$ cat src/rtl/arcade_input_router.sv
// Player-input router: merges UserIO DB joysticks ahead of USB joysticks, shapes
// each player's coin button into a timed pulse and qualifies a held OSD combo.
module arcade_input_router #(
  parameter int NUM_PLAYERS = 2,
  parameter int BTN_W = 16,
  parameter int COIN_BIT = 10,
  parameter int CLK_HZ = 12000000,
  parameter int COIN_MS = 50,
  parameter int COIN_GAP_MS = 50,
  parameter int OSD_HOLD_MS = 500,
  parameter logic [BTN_W-1:0] OSD_MASK = 16'h0440
) (
  input  logic                         clk_sys,
  input  logic                         reset,
  input  logic [NUM_PLAYERS*BTN_W-1:0] joy_usb,
  input  logic [2*BTN_W-1:0]           joy_db,
  input  logic                         db_ena,
  input  logic                         db_two,
  output logic [NUM_PLAYERS*BTN_W-1:0] joy_out,
  output logic [BTN_W-1:0]             joy_any,
  output logic [NUM_PLAYERS-1:0]       coin_busy,
  output logic                         osd_req,
  output logic                         ms_tick
);

  localparam int DIV  = CLK_HZ / 1000;
  localparam int PW   = (DIV > 1) ? $clog2(DIV) : 1;
  localparam int CMAX = (COIN_MS > COIN_GAP_MS) ? COIN_MS : COIN_GAP_MS;
  localparam int CW   = $clog2(CMAX + 1);
  localparam int HW   = $clog2(OSD_HOLD_MS + 1);

  localparam logic [PW-1:0]    PRE_MAX  = PW'(DIV - 1);
  localparam logic [CW-1:0]    C_PULSE  = CW'(COIN_MS);
  localparam logic [CW-1:0]    C_GAP    = CW'(COIN_GAP_MS);
  localparam logic [HW-1:0]    HOLD_MAX = HW'(OSD_HOLD_MS);
  localparam logic [BTN_W-1:0] COIN_M   = BTN_W'(1) << COIN_BIT;

  typedef enum logic [1:0] {S_IDLE, S_PULSE, S_GAP, S_WREL} coin_state_t;

  // 1 ms prescaler
  logic [PW-1:0] pre;

  always_ff @(posedge clk_sys) begin
    if (reset || pre == PRE_MAX) pre <= '0;
    else                         pre <= pre + 1'b1;
  end

  assign ms_tick = (pre == PRE_MAX);

  // ext[0..1] are the DB words, ext[2..] the USB words; routing picks a window.
  logic [BTN_W-1:0] ext [NUM_PLAYERS+2];
  logic [BTN_W-1:0] src [NUM_PLAYERS];
  logic [BTN_W-1:0] out_w [NUM_PLAYERS];
  logic [1:0]       n_db;

  assign n_db   = db_ena ? (db_two ? 2'd2 : 2'd1) : 2'd0;
  assign ext[0] = joy_db[0 +: BTN_W];
  assign ext[1] = joy_db[BTN_W +: BTN_W];

  for (genvar i = 0; i < NUM_PLAYERS; i++) begin : g_usb
    assign ext[i+2] = joy_usb[i*BTN_W +: BTN_W];
  end

  for (genvar k = 0; k < NUM_PLAYERS; k++) begin : g_player
    coin_state_t      st;
    logic [CW-1:0]    cnt;
    logic [BTN_W-1:0] word_q;
    logic             c;

    assign src[k] = (n_db == 2'd2) ? ext[k] :
                    (n_db == 2'd1) ? ((k == 0) ? ext[0] : ext[k+1]) :
                                     ext[k+2];
    assign c = src[k][COIN_BIT];

    // Shaper keeps its state across source switches; c simply follows src.
    always_ff @(posedge clk_sys) begin
      if (reset) begin
        st     <= S_IDLE;
        cnt    <= '0;
        word_q <= '0;
      end else begin
        word_q <= src[k] & ~COIN_M;
        case (st)
          S_IDLE: begin
            if (c) begin
              st  <= S_PULSE;
              cnt <= C_PULSE;
            end
          end
          S_PULSE: begin
            if (ms_tick) begin
              if (cnt > CW'(1)) cnt <= cnt - 1'b1;
              else begin
                st  <= S_GAP;
                cnt <= C_GAP;
              end
            end
          end
          S_GAP: begin
            if (ms_tick) begin
              if (cnt > CW'(1)) cnt <= cnt - 1'b1;
              else begin
                st  <= S_WREL;
                cnt <= '0;
              end
            end
          end
          S_WREL: begin
            if (!c) st <= S_IDLE;
          end
          default: st <= S_IDLE;
        endcase
      end
    end

    assign out_w[k]                   = word_q | ((st == S_PULSE) ? COIN_M : '0);
    assign joy_out[k*BTN_W +: BTN_W]  = out_w[k];
    assign coin_busy[k]               = (st != S_IDLE);
  end

  always_comb begin
    joy_any = '0;
    for (int k = 0; k < NUM_PLAYERS; k++) joy_any = joy_any | out_w[k];
  end

  // OSD combo hold counter, saturating at HOLD_MAX
  logic [HW-1:0] hold;
  logic          combo;

  assign combo = db_ena && ((ext[0] & OSD_MASK) == OSD_MASK);

  always_ff @(posedge clk_sys) begin
    if (reset || !combo) begin
      hold    <= '0;
      osd_req <= 1'b0;
    end else if (ms_tick && hold != HOLD_MAX) begin
      hold    <= hold + 1'b1;
      osd_req <= (hold + 1'b1 == HOLD_MAX);
    end
  end

endmodule

$ cat config.mk
export PLATFORM = sky130hd
export DESIGN_NAME = arcade_input_router
export DESIGN_NICKNAME = d
export VERILOG_FILES = /design/src/rtl/arcade_input_router.sv
export SDC_FILE = /design/constraint.sdc
export NUM_CORES = 1
export LEC_CHECK = 0
export CELL_PAD_IN_SITES_DETAIL_PLACEMENT = 1
export CELL_PAD_IN_SITES_GLOBAL_PLACEMENT = 1
export CORE_MARGIN = 10
export CORE_UTILIZATION = 34
export DETAILED_ROUTE_END_ITERATION = 7
export PLACE_DENSITY_LB_ADDON = 0.1
export SETUP_SLACK_MARGIN = 0.5
export SYNTH_ARGS = -nofsm -noshare
export SYNTH_HDL_FRONTEND = slang
export SYNTH_SLANG_ARGS = --single-unit
$ cat constraint.sdc
create_clock -name clk_sys -period 2.71 [get_ports clk_sys]
set_input_delay 0.542 -clock clk_sys [delete_from_list [all_inputs] [get_ports clk_sys]]
set_output_delay 0.542 -clock clk_sys [all_outputs]
set_load 0.005 [all_outputs]
## Yosys cells after proc, flatten, opt, wreduce, memory -nomap -nowiden

Cells that the tools add are included.

| storage, ports and cells | value |
|---|---|
| word-level logic and storage cells | 93 |
| bits of input ports | 68 |
| flip-flop bits (word level) | 72 |
| output and inout bits | 52 |

| operators by class | value |
|---|---|
| order comparisons | 2 |
| eq/ne operators | 24 |
| add/sub/neg operators | 4 |
| reduce and logical (&&, ||, !) cells | 15 |
| multiplexer cells | 34 |
| bitwise logic cells | 3 |

Operators with widths:

| operator | number |
|---|---|
| $mux W16 | 4 |
| $mux W6 | 10 |
| $pmux W6 S3 | 2 |
| $or A16 B11 Y16 | 2 |
| $mux W2 | 14 |
| $ne A2 B2 Y1 const B | 12 |
| $mux W11 | 2 |
| $or A16 B16 Y16 | 1 |
| $pmux W2 S4 | 2 |
| $add A14 B1 Y14 const B | 1 |
| $eq A14 B14 Y1 const B | 1 |
| $eq A2 B2 Y1 const B | 6 |
| $gt A6 B1 Y1 const B | 2 |
| $reduce_and A6 Y1 | 2 |
| $sub A6 B1 Y6 const B | 2 |
| $add A9 B1 Y9 const B | 1 |
| $eq A9 B9 Y1 const B | 1 |
| $ne A9 B9 Y1 const B | 1 |
| $reduce_and A4 Y1 | 2 |
| $eq A2 B1 Y1 const B | 3 |
| $reduce_bool A3 Y1 | 2 |
| $logic_not A2 Y1 | 2 |
| $reduce_bool A2 Y1 | 2 |
| $logic_and A1 B1 Y1 | 2 |
| 2 further kinds | 3 |

## Depth between registers and ports, before layout

| depth | value |
|---|---|
| depth in word-level cells | 7 |
| mapped depth | 9 |
| gate-level depth less buffers | 7 |

## Worst setup path before layout

OpenSTA, ideal clock, no wires.

| timing path | value |
|---|---|
| kind | register to register |
| from | reg pre[0] |
| to | reg g_player[1].cnt[2] |
| setup time | 0.117 ns |
| slack | 0.573 ns |
| data arrival time | 2.020 ns |
| period minus slack after synthesis | 2.137 ns |
| cell stages (with the launch flop) | 9 |
| data required time | 2.593 ns |
| cells stage by stage | dfxtp_1 ha_1 nand4_1 or4_1 buf_6 a211oi_4 buf_6 o21ai_0 a32o_1 |

| on the way | value |
|---|---|
| cells in the longest elaborated chain, start to end | 3 |

RTL lines:

| item | RTL line | text |
|---|---|---|
| from (decl) | 41 | `logic [PW-1:0] pre;` |
| from (signal assigned) | 45 | `else pre <= pre + 1'b1;` |
| $eq A14 B14 Y1 * | 48 | `assign ms_tick = (pre == PRE_MAX);` |
| $ne A2 B2 Y1 (no source line) | - |  |
| $reduce_and A4 Y1 (no source line) * | - |  |
| to (signal assigned) | 92 | `if (cnt > CW'(1)) cnt <= cnt - 1'b1;` |
| to (signal assigned) | 101 | `if (cnt > CW'(1)) cnt <= cnt - 1'b1;` |
| to (decl) | 66 | `logic [CW-1:0] cnt;` |

Every way passes the cells marked *; elsewhere a longest branch is shown, timed or not.
A chain may end at the register's enable or synchronous reset.

## Final worst setup path

| timing path | value |
|---|---|
| from | reg pre[0] |
| to | out ms_tick |

| on the way | value |
|---|---|
| cells in the longest elaborated chain, start to end | 1 |

RTL lines:

| item | RTL line | text |
|---|---|---|
| $eq A14 B14 Y1 | 48 |  |
| to (decl) | 23 | `output logic ms_tick` |

Every way passes these cells.

==> results.ini <==
[worst_setup_path]
worstRegToRegCells = 7
worstSetupEndpointType = output pin
start_kind = flop
crit_arrival_ps = 1690
critPathKind = reg2out
r2r_setup_slack_ps = 510
max_stage_delay_ps = 540
cp_slowest_cell = or4_4
worstReg2RegEnd = g_player[0].st[1]
path_max_fanout = 5
r2r_start = pre[0]
path_cells = ha_4, nand4_1, or4_4, inv_2, buf_6
crit_required_ps = 2170

[cells_and_area]
fin_nets = 627
layout-drive-gt1-share = 0.1374
layout_common_cells = clkdlybuf4s50_1, nor2_1, dfxtp_1, mux2i_1, inv_1
syn2layout_area_growth_pct = 44.65
fill_cells = 1219
final_common_cell = clkdlybuf4s50_1
final_cells = 682
antenna_cells = 0

[clock_tree]
cts.clk_slew.worst_paths_ps = 70
cts_sinks = 70
cts_tree = done
clk_latency_ps = 340
ctsHoldBuffers = 0
cts_max_path_buffers = 2
cts_made_buffers = 9
htreeDepth = 3
cts_root_buffer = clkbuf_8

[logic_synthesis]
syn_nets = 500
synth_cell_types = 50
postSynthCellCount = 414
async_flop_share = 0
synth-main-ff-cell = dfxtp_1
ys_ff_latch = 70
syn_area_per_cell_um2 = 8.834
synth_edf_count = 0
synth_area_mm2 = 0.003657
ys_warn_count = 0
yosysSeqAreaShare = 0.3832

[pwr]
power_leakage_nw = 2.069
peakVddDrop_mv = 0.5022
total_power_w = 0.003610
power.density_mw_per_mm2 = 682.3

[placement]
dpl.hpwl_um = 9078
post-place-cells = 655
place.gp.congestion = 0.8250
io_buffers = 119
dp_slack_ps = 245.8

[die]
dieArea_mm2 = 0.01531
die_x_um = 123.7
die_h_um = 123.7
core_mm2 = 0.01042
initial_core_util = 0.3511
rows = 37
io_pins = 120

[detailed_routing]
drt-pass1-iter-count = 4
viasPerCell = 5.094
drt-initial-drc-count = 115
num_vias = 3474
wire_per_inst_um = 17.97
ant_nets = 0
drt-total-wl_um = 12260
drc = 0

[timing]
holdWs_ps = 444.9
max_freq_mhz = 448.6
setup-violations-final = 0
drv_slew = 0
finalCritPeriodShare = 0.8225
hold_violations = 0
post-route-min-period_ps = 2229
rsz0062_at_grt = true
clock_skew_ps = 7.613
relSlewSlack = 0.5318
fin_setup_tns_ps = 0
worst_pin_slew_ps = 699.7
worst_slack_ps = 481.0

[status]
status = finished clean

[job]
max-cap-violations = 0

[min_path]
hold_path.class = reg2reg
hold_path_end = pre[0]
hold_path_depth = 1
hold_path_startpoint = pre[0]

[global_routing]
grt_pass1_vias = 3544
antenna_found_initial = 0
grt_pass1_wl_um = 18840
grt_overflow = 0
grt_max_degree = 48
track_usage = 0.1539

where the power goes:
part | total, W | switching, W | internal [W] | leakage, nW
logic | 0.00161 | 0.000782 | 0.000826 | 1.40
clock network | 0.000750 | 0.000396 | 0.000354 | 0.0861
registers | 0.00125 | 0.000102 | 0.00115 | 0.579
worst max-delay path, delay by kind of cell (launching register included):
| kind | cells | cell delay, ps |
|---|---|---|
| flip-flops | 1 | 360 |
| AND/OR/NAND/NOR | 2 | 660 |
| buffers and inverters | 2 | 170 |
| adder cells (fa/ha/maj) | 1 | 160 |
cell families (layout without fill, tap and decap cells):
group	Yosys count	after routing	share of synthesized area
simple gates	164	164	0.2241
compound gates	63	63	0.1331
mux	34	34	0.09306
buf+inv	42	174	0.04995
xor+xnor	23	23	0.05508
flops	70	70	0.3832
fa+ha+maj	18	18	0.06158
cells in the mapped netlist, types with 2 or more instances:
library cell,number,area [µm²]
a211oi_1,19,142.6
a21o_1,3,22.52
a21oi_1,7,35.03
a311oi_1,2,17.52
a31oi_1,5,31.28
and2_1,2,12.51
and3_1,3,18.77
buf_1,4,15.01
buf_2,2,10.01
buf_6,3,33.78
clkbuf_1,12,45.04
dfxtp_1,70,1401
ha_1,18,225.2
inv_1,21,78.83
mux2i_1,34,340.3
nand2_1,17,63.81
nand3_1,13,65.06
nand3b_1,2,15.01
nand4_1,6,37.54
nand4b_1,3,26.28
nor2_1,64,240.2
nor2b_1,2,12.51
nor3_1,10,50.05
nor3b_1,6,45.04
nor4_1,6,37.54
o21ai_0,9,45.04
o31a_1,2,17.52
o31ai_1,2,15.01
o32ai_1,2,17.52
or2_2,19,118.9
or3_1,6,37.54
xnor2_1,19,166.4
xor2_1,4,35.03
layout make-up:
cell class,count,area (µm²),area share
Multi-Input combinational cell,302,2130,0.4026
Sequential cell,70,1411,0.2668
Timing Repair Buffer,137,1333,0.2519
Tap cell,136,170.2,0.03217
Clock buffer,12,145.1,0.02744
Inverter,21,78.83,0.01490
Clock inverter,4,22.52,0.004257
sequential cells by signal, summed over array words and instances (netlist names):
| register | cells |
|---|---|
| hold | 9 |
| pre | 14 |
| g_player.cnt | 12 |
| g_player.word_q | 30 |
| osd_req | 1 |
| g_player.st | 4 |
how the worst max path moves through the flow:
stage / cells after the start / slack [ps] / start / to
2_1_floorplan: 8 / 570 / pre[0] / g_player[1].cnt[2]
3_3_place_gp: 5 / 290 / pre[0] / ms_tick
3_5_place_dp: 5 / 250 / pre[0] / ms_tick
4_1_cts: 4 / 490 / pre[5] / ms_tick
5_1_grt: 7 / 400 / pre[0] / g_player[0].st[0]
6_report: 5 / 480 / pre[0] / ms_tick
layer usage:
metal | wire length (µm) | track usage | vias up
met5 | 0 | 0 | -
met4 | 132 | 0.04512 | 0
met3 | 764 | 0.02986 | 12
met2 | 6043 | 0.2768 | 93
met1 | 5317 | 0.1806 | 1665
li1 | - | - | 1704
stage by stage:
| step | cell area [µm²] | util |
|---|---|---|
| after floorplan | 3657 | - |
| after global placement | 4957 | 0.4759 |
| after detailed placement | 4957 | 0.4759 |
| after CTS | 5174 | 0.4967 |
| after global routing | 5290 | 0.5079 |
| final | 5290 | 0.5079 |
timing repair:
action / in CTS / in global routing
hold endpoints to repair: 0 / 0
gates resized for setup: 18 / 14
pin swaps: 2 / 1
setup buffers: 3 / 8
setup endpoints to repair: 21 / 18
Note: power is estimated with default switching activity, not from simulation.
